## src/rtl/rtc_dir_sequencer_pkg.sv

```systemverilog
// Shared encodings for the RTC register-file transfer sequencer: FSM states,
// register indices, bus phase codes and the registered control-output bundle.
package rtc_pkg;

  localparam logic [2:0] ST_IDLE  = 3'd0;
  localparam logic [2:0] ST_CMD_A = 3'd1;
  localparam logic [2:0] ST_ADDR  = 3'd2;
  localparam logic [2:0] ST_DATA  = 3'd3;
  localparam logic [2:0] ST_NEXT  = 3'd4;
  localparam logic [2:0] ST_FIN_A = 3'd5;
  localparam logic [2:0] ST_DONE  = 3'd6;

  typedef enum logic [2:0] {
    IDLE  = ST_IDLE,
    CMD_A = ST_CMD_A,
    ADDR  = ST_ADDR,
    DATA  = ST_DATA,
    NEXT  = ST_NEXT,
    FIN_A = ST_FIN_A,
    DONE  = ST_DONE
  } state_t;

  // Index 10 decodes to the 0xF0 commit/command address.
  localparam int unsigned CMD_IDX = 10;

  localparam logic [3:0] SEG   = 4'd0;
  localparam logic [3:0] MIN   = 4'd1;
  localparam logic [3:0] HOR   = 4'd2;
  localparam logic [3:0] DIA   = 4'd3;
  localparam logic [3:0] MES   = 4'd4;
  localparam logic [3:0] ANO   = 4'd5;
  localparam logic [3:0] SEG_T = 4'd6;
  localparam logic [3:0] MIN_T = 4'd7;
  localparam logic [3:0] HOR_T = 4'd8;

  localparam logic AD_ADDR = 1'b1;
  localparam logic AD_DATA = 1'b0;

  typedef struct packed {
    logic [3:0] idx;
    logic       deco_en;
    logic       bus_req;
    logic       bus_ad;
    logic       bus_wr;
    logic       busy;
    logic       done;
    logic       rd_valid;
  } ctrl_t;

  localparam ctrl_t CTRL_RESET = '{
    idx:      SEG,
    deco_en:  1'b0,
    bus_req:  1'b0,
    bus_ad:   1'b0,
    bus_wr:   1'b1,
    busy:     1'b0,
    done:     1'b0,
    rd_valid: 1'b0
  };

  function automatic logic is_bus_phase(input state_t s);
    return (s == CMD_A) || (s == ADDR) || (s == DATA) || (s == FIN_A);
  endfunction

endpackage

```

## src/rtl/rtc_dir_sequencer_if.sv

```systemverilog
// Phase handshake between the sequencer (master) and the low-level
// address/data bus driver (slave).
interface rtc_dir_sequencer_if;

  logic       bus_req;
  logic       bus_ad;
  logic       bus_wr;
  logic [7:0] bus_wdata;
  logic       bus_ack;
  logic [7:0] bus_rdata;

  modport master (
    output bus_req,
    output bus_ad,
    output bus_wr,
    output bus_wdata,
    input  bus_ack,
    input  bus_rdata
  );

  modport slave (
    input  bus_req,
    input  bus_ad,
    input  bus_wr,
    input  bus_wdata,
    output bus_ack,
    output bus_rdata
  );

endinterface

```

## src/rtl/rtc_dir_sequencer_phase_timer.sv

```systemverilog
// Per-phase ack timeout counter: cleared on phase entry, counts while the
// phase waits, and flags expiry once the count reaches TIMEOUT.
module rtc_phase_timer #(
  parameter logic [7:0] TIMEOUT = 8'd255
) (
  input  logic clk,
  input  logic rst,
  input  logic i_clr,
  input  logic i_en,
  output logic o_expired
);

  logic [7:0] r_count;

  assign o_expired = (r_count == TIMEOUT);

  // NOTE: sequential state uses non-blocking assignments so every flop
  // samples pre-edge values regardless of block evaluation order.
  always_ff @(posedge clk or posedge rst) begin
    if (rst) begin
      r_count <= 8'd0;
    end else if (i_clr) begin
      r_count <= 8'd0;
    end else if (i_en && !o_expired) begin
      r_count <= r_count + 8'd1;
    end
  end

endmodule

```

## src/rtl/rtc_dir_sequencer.sv

```systemverilog
// Walks the RTC register file: one address phase plus one data phase per
// register, with the 0xF0 command issued last (write) or first (read).
module rtc_dir_sequencer #(
  parameter int unsigned LAST_IDX = 8,
  parameter int unsigned CMD_IDX  = 10,
  parameter int unsigned TIMEOUT  = 255
) (
  input  logic                       clk,
  input  logic                       rst,
  input  logic                       i_start,
  input  logic                       i_rw,
  input  logic [7:0]                 i_wr_data,
  output logic [3:0]                 o_idx_out,
  output logic                       o_deco_en,
  rtc_dir_sequencer_if.master        bus,
  output logic [7:0]                 o_rd_data,
  output logic                       o_rd_valid,
  output logic                       o_busy,
  output logic                       o_done,
  output logic                       o_error
);

  import rtc_pkg::*;

  state_t     r_state;
  state_t     w_next_state;
  logic [3:0] r_idx;
  logic [3:0] w_next_idx;
  logic       r_rw;
  logic       w_next_rw;
  ctrl_t      r_ctrl;
  ctrl_t      w_next_ctrl;
  logic [7:0] r_wdata;
  logic [7:0] r_rd_data;
  logic       r_error;
  logic       w_accept;
  logic       w_timeout;
  logic       w_ack;
  logic       w_expired;
  logic       w_timer_clr;

  // An ack only counts while a request is actually on the bus.
  assign w_ack       = bus.bus_ack & r_ctrl.bus_req;
  assign w_timer_clr = (w_next_state != r_state);

  rtc_phase_timer #(
    .TIMEOUT (8'(TIMEOUT))
  ) u_phase_timer (
    .clk       (clk),
    .rst       (rst),
    .i_clr     (w_timer_clr),
    .i_en      (is_bus_phase(r_state)),
    .o_expired (w_expired)
  );

  // NOTE: every variable written here gets a default first, so no path
  // through the case can leave one unassigned and infer a latch.
  always_comb begin
    w_next_state = r_state;
    w_next_idx   = r_idx;
    w_next_rw    = r_rw;
    w_accept     = 1'b0;
    w_timeout    = 1'b0;
    case (r_state)
      IDLE: begin
        if (i_start) begin
          w_accept     = 1'b1;
          w_next_rw    = i_rw;
          w_next_idx   = SEG;
          w_next_state = i_rw ? ADDR : CMD_A;
        end
      end
      CMD_A: begin
        if (w_ack) begin
          w_next_idx   = SEG;
          w_next_state = ADDR;
        end else if (w_expired) begin
          w_timeout    = 1'b1;
          w_next_state = DONE;
        end
      end
      ADDR: begin
        if (w_ack) begin
          w_next_state = DATA;
        end else if (w_expired) begin
          w_timeout    = 1'b1;
          w_next_state = DONE;
        end
      end
      DATA: begin
        if (w_ack) begin
          w_next_state = NEXT;
        end else if (w_expired) begin
          w_timeout    = 1'b1;
          w_next_state = DONE;
        end
      end
      NEXT: begin
        if (r_idx < 4'(LAST_IDX)) begin
          w_next_idx   = r_idx + 4'd1;
          w_next_state = ADDR;
        end else begin
          w_next_state = r_rw ? FIN_A : DONE;
        end
      end
      FIN_A: begin
        if (w_ack) begin
          w_next_state = DONE;
        end else if (w_expired) begin
          w_timeout    = 1'b1;
          w_next_state = DONE;
        end
      end
      DONE: begin
        w_next_state = IDLE;
      end
      default: begin
        w_next_state = IDLE;
      end
    endcase
  end

  // Outputs are decoded from the next state and registered, so the bus
  // driver and decoder see glitch-free levels aligned with the state.
  always_comb begin
    w_next_ctrl     = CTRL_RESET;
    w_next_ctrl.idx = w_next_idx;
    case (w_next_state)
      CMD_A, FIN_A: begin
        w_next_ctrl.idx     = 4'(CMD_IDX);
        w_next_ctrl.deco_en = 1'b1;
        w_next_ctrl.bus_req = 1'b1;
        w_next_ctrl.bus_ad  = AD_ADDR;
        w_next_ctrl.busy    = 1'b1;
      end
      ADDR: begin
        w_next_ctrl.deco_en = 1'b1;
        w_next_ctrl.bus_req = 1'b1;
        w_next_ctrl.bus_ad  = AD_ADDR;
        w_next_ctrl.busy    = 1'b1;
      end
      DATA: begin
        w_next_ctrl.deco_en = 1'b1;
        w_next_ctrl.bus_req = 1'b1;
        w_next_ctrl.bus_ad  = AD_DATA;
        w_next_ctrl.bus_wr  = w_next_rw;
        w_next_ctrl.busy    = 1'b1;
      end
      NEXT: begin
        w_next_ctrl.busy     = 1'b1;
        w_next_ctrl.rd_valid = ~w_next_rw;
      end
      DONE: begin
        w_next_ctrl.done = 1'b1;
      end
      default: begin
      end
    endcase
  end

  always_ff @(posedge clk or posedge rst) begin
    if (rst) begin
      r_state   <= IDLE;
      r_idx     <= SEG;
      r_rw      <= 1'b0;
      r_ctrl    <= CTRL_RESET;
      r_wdata   <= 8'd0;
      r_rd_data <= 8'd0;
      r_error   <= 1'b0;
    end else begin
      r_state <= w_next_state;
      r_idx   <= w_next_idx;
      r_rw    <= w_next_rw;
      r_ctrl  <= w_next_ctrl;
      if (w_accept) begin
        r_error <= 1'b0;
      end else if (w_timeout) begin
        r_error <= 1'b1;
      end
      if ((r_state == ADDR) && w_ack) begin
        r_wdata <= i_wr_data;
      end
      if ((r_state == DATA) && w_ack && !r_rw) begin
        r_rd_data <= bus.bus_rdata;
      end
    end
  end

  assign o_idx_out     = r_ctrl.idx;
  assign o_deco_en     = r_ctrl.deco_en;
  assign o_busy        = r_ctrl.busy;
  assign o_done        = r_ctrl.done;
  assign o_rd_valid    = r_ctrl.rd_valid;
  assign o_rd_data     = r_rd_data;
  assign o_error       = r_error;
  assign bus.bus_req   = r_ctrl.bus_req;
  assign bus.bus_ad    = r_ctrl.bus_ad;
  assign bus.bus_wr    = r_ctrl.bus_wr;
  assign bus.bus_wdata = r_wdata;

endmodule

```

## src/flat_wrapper.sv

```systemverilog
// flat-port wrapper written by rule: the top's interface ports become plain ports
module rtc_dir_sequencer_flat import rtc_pkg::*;
#(
  parameter int unsigned LAST_IDX = 8,
  parameter int unsigned CMD_IDX  = 10,
  parameter int unsigned TIMEOUT  = 255
)
  (clk, rst, i_start, i_rw, i_wr_data, o_idx_out, o_deco_en, o_rd_data, o_rd_valid, o_busy, o_done, o_error, bus_bus_req, bus_bus_ad, bus_bus_wr, bus_bus_wdata, bus_bus_ack, bus_bus_rdata);
  rtc_dir_sequencer_if bus_i ();
  input  logic clk;
  input  logic rst;
  input  logic i_start;
  input  logic i_rw;
  input  logic [7:0] i_wr_data;
  output logic [3:0] o_idx_out;
  output logic o_deco_en;
  output logic [7:0] o_rd_data;
  output logic o_rd_valid;
  output logic o_busy;
  output logic o_done;
  output logic o_error;
  output wire logic [$bits(bus_i.bus_req)-1:0] bus_bus_req;
  output wire logic [$bits(bus_i.bus_ad)-1:0] bus_bus_ad;
  output wire logic [$bits(bus_i.bus_wr)-1:0] bus_bus_wr;
  output wire logic [$bits(bus_i.bus_wdata)-1:0] bus_bus_wdata;
  input wire logic [$bits(bus_i.bus_ack)-1:0] bus_bus_ack;
  input wire logic [$bits(bus_i.bus_rdata)-1:0] bus_bus_rdata;
  assign bus_bus_req = bus_i.bus_req;
  assign bus_bus_ad = bus_i.bus_ad;
  assign bus_bus_wr = bus_i.bus_wr;
  assign bus_bus_wdata = bus_i.bus_wdata;
  assign bus_i.bus_ack = bus_bus_ack;
  assign bus_i.bus_rdata = bus_bus_rdata;
  rtc_dir_sequencer #(.LAST_IDX(LAST_IDX), .CMD_IDX(CMD_IDX), .TIMEOUT(TIMEOUT)) u_core (.clk(clk), .rst(rst), .i_start(i_start), .i_rw(i_rw), .i_wr_data(i_wr_data), .o_idx_out(o_idx_out), .o_deco_en(o_deco_en), .bus(bus_i), .o_rd_data(o_rd_data), .o_rd_valid(o_rd_valid), .o_busy(o_busy), .o_done(o_done), .o_error(o_error));
endmodule
```

## config.mk

```make
export PLATFORM = sky130hd
export DESIGN_NAME = rtc_dir_sequencer_flat
export DESIGN_NICKNAME = d
export VERILOG_FILES = /design/src/rtl/rtc_dir_sequencer_pkg.sv /design/src/rtl/rtc_dir_sequencer_if.sv /design/src/rtl/rtc_dir_sequencer_phase_timer.sv /design/src/rtl/rtc_dir_sequencer.sv /design/src/flat_wrapper.sv
export SDC_FILE = /design/constraint.sdc
export NUM_CORES = 1
export LEC_CHECK = 0
export CAP_MARGIN = 20
export CORE_UTILIZATION = 52
export CTS_CLUSTER_DIAMETER = 60
export DETAILED_ROUTE_END_ITERATION = 7
export GPL_ROUTABILITY_DRIVEN = 0
export PLACE_DENSITY = 0.84
export SLEW_MARGIN = 15
export SYNTH_ARGS = -nofsm -noshare
export SYNTH_HDL_FRONTEND = slang
export SYNTH_SLANG_ARGS = --single-unit
```

## constraint.sdc

```tcl
create_clock -name clk -period 2.9 [get_ports clk]
set_input_delay 0.435 -clock clk [delete_from_list [all_inputs] [get_ports clk]]
set_output_delay 0.435 -clock clk [all_outputs]
set_load 0.03 [all_outputs]
```

[Word-level counts from Yosys, hierarchy flattened]
Cells that the tools add are included.
Word-level totals
  flip-flop bits (word level): 44
  input port bits: 21
  output and inout port bits: 28
Operators by class
  $add $sub $neg: 2
  order comparisons: 1
  eq/ne operators: 13
  multiplexer cells: 31
  bitwise operators: 2
  reduce and logical (&&, ||, !) cells: 16
Operators by type and width (number)
  $mux 3: 7
  $pmux 3 s6: 1
  $mux 4: 4
  $mux 8: 2
  $eq 3x3->1 const B: 5
  $mux 1: 13
  $eq 3x2->1 const B: 4
  $pmux 4 s3: 1
  $add 8x1->8 const B: 1
  $eq 8x8->1 const B: 1
  $eq 3x1->1 const B: 2
  $pmux 3 s2: 1
  $reduce_or 5->1: 1
  $add 4x1->4 const B: 1
  $logic_and 1x1->1: 4
  $lt 4x4->1 const B: 1
  $mux 2: 2
  $reduce_bool 2->1: 2
  $reduce_or 4->1: 1
  $logic_not 3->1: 1
  $logic_or 1x1->1: 3
  $ne 3x3->1: 1
  $reduce_or 3->1: 1
  $logic_not 1->1: 2
  other kinds (3): 3

[Longest topological paths before layout]
Gate-level depths: netlist (run 1).
  word-level depth: 7
  gate-level depth with buffers: 7

[Hierarchy]
A second synthesis (run 1) with hierarchy kept.
Second synthesis, totals
  cell total of the unflattened synthesis: 199
  area, all modules: 2087.0 um2
By module, submodules not included
  rtc_dir_sequencer: times used 1, cells an instance 151, area an instance 1595.3 um2, seq. area each 877.1 um2
  rtc_phase_timer: times used 1, cells an instance 48, area an instance 491.7 um2, seq. area each 200.2 um2

[Least setup slack after synthesis (run 1)]
OpenSTA, ideal clock, no wires.
  kind: register -> register
  start point: reg u_core.r_ctrl (netlist bit u_core.bus.bus_req)
  end point: reg u_core.r_ctrl (netlist bit u_core.bus.bus_wr)
  arrival time: 1688 ps
  required time: 2812 ps
  path slack: 1124 ps
  cell stages (with the launch flop): 6
  path buffers: 0
  clock period less this slack: 1776 ps
  path through: dfrtp_1 > and2_1 > o31a_1 > o22ai_1 > nand2b_1 > or3b_1
RTL lines
  start: declaration: line rtc_dir_sequencer.sv:31  | ctrl_t r_ctrl;
  start signal: assignment: line rtc_dir_sequencer.sv:174  | r_ctrl <= w_next_ctrl;

==> results of run 1 <==
## Yosys cell counts (2+ instances only)
master	instances
sky130_fd_sc_hd__and2_1	4
sky130_fd_sc_hd__a21oi_1	5
sky130_fd_sc_hd__and3_1	2
sky130_fd_sc_hd__nand3_1	9
sky130_fd_sc_hd__o21ai_0	5
sky130_fd_sc_hd__buf_2	3
sky130_fd_sc_hd__nand3b_1	2
sky130_fd_sc_hd__nor2_1	17
sky130_fd_sc_hd__inv_1	5
sky130_fd_sc_hd__ha_1	2
sky130_fd_sc_hd__xnor2_1	2
sky130_fd_sc_hd__dfrtp_1	42
sky130_fd_sc_hd__or3_1	3
sky130_fd_sc_hd__mux2i_1	3
sky130_fd_sc_hd__nand2b_1	5
sky130_fd_sc_hd__a22o_1	3
sky130_fd_sc_hd__a211oi_1	2
sky130_fd_sc_hd__nand2_1	14
sky130_fd_sc_hd__nor3_1	2
sky130_fd_sc_hd__nor2b_1	3
sky130_fd_sc_hd__mux2_2	16
sky130_fd_sc_hd__xor2_1	2
## cells by family (layout without fill, tap and decap cells)
logic type,after synthesis,after routing,synth area share [%]
buffers and inverters,11,64,2.825
AOI/OAI and AO/OA,29,29,10.61
DFF,43,43,54.05
xor gates and xnor gates,4,4,1.758
muxes,19,19,10.55
and+or+nand+nor,71,71,18.96
adders and majority gates,2,2,1.255
## power by group
group	leakage [nW]	internal (mW)	switching (mW)
sequential	0.549	0.804	0.172
combinational	0.527	0.576	0.704
clock	0.0612	0.278	0.199
## worst max-delay path: cells and delay by family (launching register included)
family                 cells  cell delay, ns
AOI/OAI and AO/OA          2            0.63
buffers and inverters      1            0.20
DFF                        1            0.60
and+or+nand+nor            2            0.53
## per-layer routing
metal / part of all wire (%) / global-route usage (%) / vias up
met3: 6.3 / 7.143 / 6
met4: 1.3 / 7.386 / 0
li1: - / - / 747
met1: 47 / 29.07 / 718
met2: 45 / 32.31 / 45
met5: 0 / 0 / -
## state kept, by name (all words and copies together) (netlist names)
signal	count
u_core.o_done	1
u_core.u_phase_timer.r_count	8
u_core.r_rw	1
u_core.o_rd_valid	1
u_core.bus.bus_ad	1
u_core.o_idx_out	4
u_core.bus.bus_wr	1
u_core.o_rd_data	8
u_core.o_busy	1
u_core.r_idx	4
u_core.bus.bus_req	1
u_core.bus.bus_wdata	8
u_core.r_state	3
u_core.o_error	1
## final cells by class
cell class / instances / area (sq um) / share of cell area, %
Multi-Input combinational cell: 125 / 859.6 / 32.61
Inverter: 5 / 18.77 / 0.7119
Clock buffer: 6 / 82.58 / 3.132
Sequential cell: 43 / 1077 / 40.86
Timing Repair Buffer: 51 / 503.0 / 19.08
Clock inverter: 2 / 35.03 / 1.329
Tap cell: 48 / 60.06 / 2.278
## metrics by stage
step / setup slack, ns / instance area (sq um) / utilization, % / instances
after floorplan: 1.124 / 1993 / - / 179
final: 0.8737 / 2636 / 72.01 / 280
after global placement: 0.6053 / 2519 / 68.80 / 272
after CTS: 0.8827 / 2636 / 72.01 / 280
after global routing: 0.6522 / 2636 / 72.01 / 280
after detailed placement: 0.5829 / 2519 / 68.80 / 272
## how the worst max path moves through the flow
stage	to	cells after the start	slack [ns]	from
after floorplan	u_core.bus.bus_wr$_DFF_PP1_	5	1.12	u_core.bus.bus_req$_DFF_PP0_
after global placement	u_core.u_phase_timer.r_count[2]$_DFFE_PP0P_	6	0.61	i_start
after detailed placement	u_core.u_phase_timer.r_count[2]$_DFFE_PP0P_	6	0.58	i_start
after CTS	u_core.bus.bus_wr$_DFF_PP1_	5	0.88	u_core.r_state[1]$_DFF_PP0_
after global routing	u_core.o_idx_out[0]$_DFF_PP0_	5	0.65	u_core.r_state[1]$_DFF_PP0_
final	u_core.bus.bus_wr$_DFF_PP1_	5	0.87	u_core.r_state[1]$_DFF_PP0_
==> results.rst, run 1 <==
.. list-table::
   :header-rows: 1

   * - Metric
     - Value
   * - Sum of negative setup slack
     - 0 ns
   * - Hold Worst Slack
     - 0.5074 ns
   * - Count of maximum capacitance violations
     - 0
   * - LEAKAGE
     - 1.138 nW
   * - Path type of the worst min-delay path
     - reg2reg
   * - Fraction of synthesis flops using an asynchronous set or reset pin
     - 100.0%
   * - Cell count after synthesis
     - 179
   * - Effective utilization at floorplan
     - 54.44%
   * - Setup Viol. Count Final
     - 0
   * - Largest net degree at the start of global routing
     - 44
   * - Most common cell after layout, fill and taps aside
     - sky130_fd_sc_hd__clkdlybuf4s50_1
   * - Global-route congestion overflow total
     - 0
   * - Clock transition at the registers of the reported paths
     - 0.08 ns
   * - Post-CTS Resized
     - 0
   * - Combined area of all synthesized cells
     - 1993 sq um
   * - Initial antenna violation count
     - 0
   * - Post-Route WL
     - 3776 microns
   * - Maximum buffer depth of the clock tree
     - 2
   * - Highest-count cells in the layout ignoring fill and taps
     - sky130_fd_sc_hd__clkdlybuf4s50_1 (48), sky130_fd_sc_hd__dfrtp_1 (42), sky130_fd_sc_hd__nor2_1 (17)
   * - Post-Synthesis Net Count
     - 202
   * - # IOs
     - 49
   * - Flip-flop and latch count after synthesis
     - 43
   * - Detail-routed via count per cell
     - 5.414
   * - Area grow syn2layout
     - 32.27%
   * - Synth unique cells
     - 50
   * - Biggest area consumer among synthesized cells
     - sky130_fd_sc_hd__dfrtp_1
   * - Reg-to-Reg End
     - u_core.bus.bus_wr$_DFF_PP1_
   * - Worst slew margin relative to its limit
     - 61.27%
   * - Post-DR wirelength/cell
     - 13.49 microns
   * - Clock skew
     - 0.008048 ns
   * - Overall die width
     - 63.91 microns
   * - Hpwl dp
     - 2687 microns
   * - Share of Yosys cell area claimed by the top area cell type
     - 52.73%
   * - Core box area
     - 3661 sq um
   * - Number of enable-type register cells in the synthesized netlist
     - 0
   * - List of cells traversed by the critical path
     - inv_1 -> o31a_1 -> o22ai_1 -> nand2b_1 -> or3b_1
   * - Layout cell share with drive strength beyond 1
     - 13.79%
   * - Clock tree root buffer cell
     - sky130_fd_sc_hd__clkbuf_8
   * - Total DRC errors in the routed layout
     - 0
   * - Overall routing resource usage
     - 21.51%
   * - Reg-to-Reg Start
     - u_core.r_state[1]$_DFF_PP0_
   * - Via count
     - 1516
   * - Endpoint with the worst hold slack
     - u_core.bus.bus_wdata[7]$_DFFE_PP0P_
   * - Final critical path time including I/O delays and setup
     - 2.026 ns
   * - Worst hold path cell count
     - 1
   * - Buffers inserted by post-CTS timing repair
     - 0
   * - Register-to-Register Path Depth
     - 5
   * - Run status
     - completed
   * - Power Total
     - 2.732 mW
   * - Hold Fails Final Rpt
     - 0
   * - Sinks on Clock Net
     - 43
   * - 1st-iter DRT viols
     - 122
   * - Critical Path End Type
     - flip-flop
   * - Num CTS Buffers
     - 5
   * - Std-Cell Rows
     - 22
   * - Number of antenna cells inserted
     - 0
   * - Final #Nets
     - 254
   * - Data arrival, critical path
     - 2.25 ns
   * - Slowest library cell on the worst path
     - sky130_fd_sc_hd__dfrtp_1
   * - IR drop worst, VDD
     - 0.9007 mV
   * - Number of fill cells
     - 269
   * - Die Y-Extent
     - 63.91 microns
   * - Syn_area_per_cell
     - 11.13 sq um
   * - TritonCTS clock tree
     - yes
   * - Critical path fanouts, max
     - 15
   * - Global-route wire length before repair
     - 6734 microns
   * - Setup slack on the worst flop-to-flop path
     - 0.87 ns
   * - Router iterations before antenna repair
     - 4
   * - Dominant cells by area after synthesis
     - sky130_fd_sc_hd__dfrtp_1 (53%), sky130_fd_sc_hd__mux2_2 (9.0%), sky130_fd_sc_hd__nor2_1 (3.2%)
   * - Startpoint-to-endpoint class of the critical path
     - reg2reg
   * - Yosys warning total
     - 0
   * - Hold buffer count at CTS
     - 0
   * - Number of port buffers
     - 48
   * - Unrepaired setup endpoints after global routing
     - no
   * - Overall die area
     - 4084 sq um
   * - PD cells
     - 1036 nW/um^2
   * - Final count of pins violating max slew
     - 0
   * - Source of the worst hold timing path
     - u_core.bus.bus_wdata[7]$_DFFE_PP0P_
   * - Part of the cycle the worst path needs
     - 69.87%
   * - H-tree lvl count
     - 2
   * - Worst Path Required
     - 3.12 ns
   * - Delay of the slowest cell on the worst path
     - 0.60 ns
   * - Peak Freq
     - 493.5 MHz
   * - Transition time at the pin with the least slew margin
     - 0.5663 ns
   * - Type of element launching the critical path
     - flip-flop
   * - Primary FF master, synth
     - sky130_fd_sc_hd__dfrtp_1
   * - Insertion delay of the later-clocked pin in the worst-skew pair
     - 0.30 ns
   * - Post-synthesis sequential area ratio
     - 54.05%
   * - Number of global-route vias before repair
     - 1481
   * - Post-DRT Antenna Nets
     - 0
Note: power is estimated with default switching activity, not from simulation.
==> run 2: changes to the inputs <==
--- a/config.mk
+++ b/config.mk
@@ -6,11 +6,11 @@
 export NUM_CORES = 1
 export LEC_CHECK = 0
 export CAP_MARGIN = 20
-export CORE_UTILIZATION = 52
+export CORE_UTILIZATION = 44
 export CTS_CLUSTER_DIAMETER = 60
 export DETAILED_ROUTE_END_ITERATION = 7
 export GPL_ROUTABILITY_DRIVEN = 0
-export PLACE_DENSITY = 0.84
+export PLACE_DENSITY = 0.75
 export SLEW_MARGIN = 15
 export SYNTH_ARGS = -nofsm -noshare
 export SYNTH_HDL_FRONTEND = slang
==> constraint.sdc (replaced) <==
create_clock -name clk -period 1.8 [get_ports clk]
set_input_delay 0.27 -clock clk [delete_from_list [all_inputs] [get_ports clk]]
set_output_delay 0.27 -clock clk [all_outputs]
set_load 0.03 [all_outputs]
==> run 2 against run 1 <==
Effect of this change: the run now ends with setup timing left; global-route usage is 0.081 points lower; final cell count grew 14%; total power up 89%; register-to-register slack worse by 0.96 ns; critical path depth increased by 2; clock power is 88% higher; maximum frequency rose by 7.2%; via count is 12% higher; non-clock buffer count up 35; die area grew 18%; sequential power up 56%; critical path type unchanged; highest routed layer unchanged.
==> results.rst, run 2 (synthesized netlist as in run 1, its figures left out) <==
.. list-table::
   :header-rows: 1

   * - Metric
     - Value
   * - Setup Viol. Count Final
     - 1 (was 0)
   * - Via count
     - 1698 (was 1516)
   * - Fraction of power spent switching nets
     - 38.22% (was 39.33%)
   * - Part of the cycle the worst path needs
     - 105.0% (was 69.87%)
   * - Router iterations before antenna repair
     - 4 (unchanged)
   * - Std-Cell Rows
     - 24 (was 22)
   * - Count of maximum capacitance violations
     - 0 (unchanged)
   * - H-tree lvl count
     - 2 (unchanged)
   * - Total DRC errors in the routed layout
     - 0 (unchanged)
   * - Unrepaired setup endpoints after global routing
     - yes (was no)
   * - Final count of pins violating max slew
     - 0 (unchanged)
   * - Clock transition at the registers of the reported paths
     - 0.08 ns (about the same)
   * - Highest-count cells in the layout ignoring fill and taps
     - sky130_fd_sc_hd__clkdlybuf4s50_1 (47), sky130_fd_sc_hd__dfrtp_1 (40), sky130_fd_sc_hd__buf_4 (36) (was sky130_fd_sc_hd__clkdlybuf4s50_1 (48), sky130_fd_sc_hd__dfrtp_1 (42), sky130_fd_sc_hd__nor2_1 (17))
   * - Storage cell area
     - 1080 sq um (was 1077 sq um)
   * - Die Y-Extent
     - 69.31 microns (was 63.91 microns)
   * - Global-route congestion overflow total
     - 0 (unchanged)
   * - Most common cell after layout, fill and taps aside
     - sky130_fd_sc_hd__clkdlybuf4s50_1 (unchanged)
   * - Number of port buffers
     - 48 (unchanged)
   * - Type of element launching the critical path
     - flip-flop (unchanged)
   * - Number of fill cells
     - 322 (was 269)
   * - Cell-internal power
     - 3.188 mW (was 1.658 mW)
   * - Overall die area
     - 4803 sq um (was 4084 sq um)
   * - Clock skew
     - 0.005991 ns (was 0.008048 ns)
   * - Routed wl met3
     - 154 microns (was 237 microns)
   * - Max Used Layer
     - met4 (unchanged)
   * - Run status
     - complete, but fails checks (was completed)
   * - Maximum buffer depth of the clock tree
     - 2 (unchanged)
   * - # IOs
     - 49 (unchanged)
   * - Met2 layer wire length in the routed design
     - 2578 microns (was 1716 microns)
   * - Clock tree root buffer cell
     - sky130_fd_sc_hd__clkbuf_8 (unchanged)
   * - P_sw
     - 1.972 mW (was 1.075 mW)
   * - Path type of the worst min-delay path
     - in2async (was reg2reg)
   * - Final critical path time including I/O delays and setup
     - 1.891 ns (was 2.026 ns)
   * - Initial antenna violation count
     - 0 (unchanged)
   * - Post-DRT Antenna Nets
     - 0 (unchanged)
   * - Detail-routed via count per cell
     - 5.323 (was 5.414)
   * - Critical Path End Type
     - flip-flop (unchanged)
   * - Sinks on Clock Net
     - 43 (unchanged)
   * - Worst slew margin relative to its limit
     - 65.32% (was 61.27%)
   * - Pre-CTS WS
     - -0.2546 ns (was 0.5829 ns)
   * - Relative contribution of sequential cells to total power
     - 29.5% (was 35.7%)
   * - Number of antenna cells inserted
     - 0 (unchanged)
   * - Violations in the final reports
     - setup timing
   * - Hold buffer count at CTS
     - 0 (unchanged)
   * - Post-DR wirelength/cell
     - 15.44 microns (was 13.49 microns)
   * - Layout cell share with drive strength beyond 1
     - 30.71% (was 13.79%)
   * - Final #Nets
     - 289 (was 254)
   * - Least setup slack across all paths after layout
     - -0.09061 ns (was 0.8737 ns)
   * - Num CTS Buffers
     - 5 (unchanged)
   * - Critical path fanouts, max
     - 6 (was 15)
   * - Global-route wire length before repair
     - 7997 microns (was 6734 microns)
   * - TritonCTS clock tree
     - yes (unchanged)
   * - Number of global-route vias before repair
     - 1743 (was 1481)
   * - Insertion delay of the later-clocked pin in the worst-skew pair
     - 0.30 ns (about the same)
   * - Placed Area
     - 2741 sq um (was 2519 sq um)
   * - Power Total
     - 5.159 mW (was 2.732 mW)
   * - Clock power share
     - 17.4% (was 17.5%)
   * - Transition time at the pin with the least slew margin
     - 0.5189 ns (was 0.5663 ns)
   * - Startpoint-to-endpoint class of the critical path
     - reg2reg (unchanged)
   * - Hpwl dp
     - 3354 microns (was 2687 microns)
   * - Data arrival, critical path
     - 2.09 ns (was 2.25 ns)
   * - Worst Path Required
     - 2.00 ns (was 3.12 ns)
   * - Peak Freq
     - 528.9 MHz (was 493.5 MHz)
   * - Area of all placed cells without fillers
     - 3042 sq um (was 2636 sq um)
   * - Overall die width
     - 69.31 microns (was 63.91 microns)
   * - Effective utilization at floorplan
     - 45.78% (was 54.44%)
   * - Post-Route WL
     - 4924 microns (was 3776 microns)
   * - Core box area
     - 4354 sq um (was 3661 sq um)
   * - Met1 layer wirelength in the final routing
     - 2137 microns (was 1772 microns)
   * - Combinational share of power
     - 53.0% (was 46.8%)
   * - Hold Fails Final Rpt
     - 0 (unchanged)
   * - Area grow syn2layout
     - 52.61% (was 32.27%)
   * - Overall routing resource usage
     - 21.43% (was 21.51%)
   * - Footprint of the multi-input gates
     - 965.9 sq um (was 859.6 sq um)
   * - 1st-iter DRT viols
     - 73 (was 122)
   * - IR drop worst, VDD
     - 1.097 mV (was 0.9007 mV)
   * - Largest net degree at the start of global routing
     - 19 (was 44)
   * - PD cells
     - 1696 nW/um^2 (was 1036 nW/um^2)
   * - LEAKAGE
     - 1.333 nW (was 1.138 nW)
==> run 2: cell types whose count changed in the layout (fill, tap and decap cells not counted), sizes merged <==
cell,change
dlymetal6s2s,+1
clkbuf,-1
buf,+35
inv,-1
clkinvlp,+1
bufinv,+1
clkdlybuf4s50,-1
==> run 2: stage by stage <==
stage	std cells	util (%)	setup TNS [ns]	hold slack, ns
global route	319	69.86	-0.2367	0.2351
floorplan	179	-	0	0.4084
CTS	313	66.52	0	0.2193
detailed placement	305	62.96	-3.933	0.4950
finish	319	69.86	-0.09061	0.2218
global placement	305	62.96	-2.825	0.4873
==> run 2: final cells by class <==
cell class	instances	area share, %
Sequential cell	43	35.50
Multi-Input combinational cell	125	31.76
Timing Repair Buffer	86	25.50
Clock buffer	5	2.262
Clock inverter	3	2.221
Tap cell	52	2.139
Inverter	5	0.6170
==> run 2: metal layers <==
metal  GRT usage (%)  up-vias
met1           26.74      845
li1                -      812
met5               0        -
met4           6.803        0
met3           4.797        6
met2           36.89       35
==> run 2: path summary, 6_finish.rpt <==
| check | to | from | slack, ns | cells after the start |
|---|---|---|---|---|
| setup / recovery | u_core.u_phase_timer.r_count[4]$_DFFE_PP0P_ | u_core.r_state[2]$_DFF_PP0_ | -0.09 | 7 |
| hold / removal | u_core.r_state[0]$_DFF_PP0_ | rst | 0.22 | 2 |
| setup reg to reg | u_core.u_phase_timer.r_count[4]$_DFFE_PP0P_ | u_core.r_state[2]$_DFF_PP0_ | -0.09 | 7 |
| hold reg to reg | u_core.o_rd_data[6]$_DFFE_PP0P_ | u_core.o_rd_data[6]$_DFFE_PP0P_ | 0.51 | 1 |
| max in group asynchronous | u_core.r_state[2]$_DFF_PP0_ | rst | 1.03 | 3 |
| min in group clk | u_core.o_rd_data[6]$_DFFE_PP0P_ | u_core.o_rd_data[6]$_DFFE_PP0P_ | 0.51 | 1 |
==> run 2: worst max-delay path, stage by stage (launching register included) <==
cell and delay [ns]:
sky130_fd_sc_hd__dfrtp_2 0.46, sky130_fd_sc_hd__buf_4 0.17, sky130_fd_sc_hd__and2_1 0.17, sky130_fd_sc_hd__a2111oi_1 0.53
sky130_fd_sc_hd__buf_4 0.22, sky130_fd_sc_hd__nand3_1 0.08, sky130_fd_sc_hd__xor2_1 0.13, sky130_fd_sc_hd__nor2_1 0.05
==> run 2: power groups by stage <==
stage | clock (mW) | sequential (mW) | combinational, mW
floorplan | 0 | 1.99 | 0.927
global placement | 0 | 1.52 | 2.43
detailed placement | 0 | 1.54 | 2.46
CTS | 0.915 | 1.53 | 2.50
global route | 0.956 | 1.57 | 2.91
finish | 0.899 | 1.52 | 2.74
==> run 2: repair_timing <==
action / in CTS / in global routing
endpoints found under the setup margin: 17 / 16
gates cloned: 0 / 0
buffers inserted: 0 / 6
pin swaps: 1 / 2
resized for setup: 6 / 24
hold endpoints to repair: 0 / 0
==> run 3: changes to the inputs <==
--- a/config.mk
+++ b/config.mk
@@ -11,7 +11,7 @@
 export DETAILED_ROUTE_END_ITERATION = 7
 export GPL_ROUTABILITY_DRIVEN = 0
 export PLACE_DENSITY = 0.75
-export SLEW_MARGIN = 15
+export SLEW_MARGIN = 10
 export SYNTH_ARGS = -nofsm -noshare
 export SYNTH_HDL_FRONTEND = slang
 export SYNTH_SLANG_ARGS = --single-unit
==> results of run 3 <==
No change in the layout: final DEF, timing and power equal those of run 2.
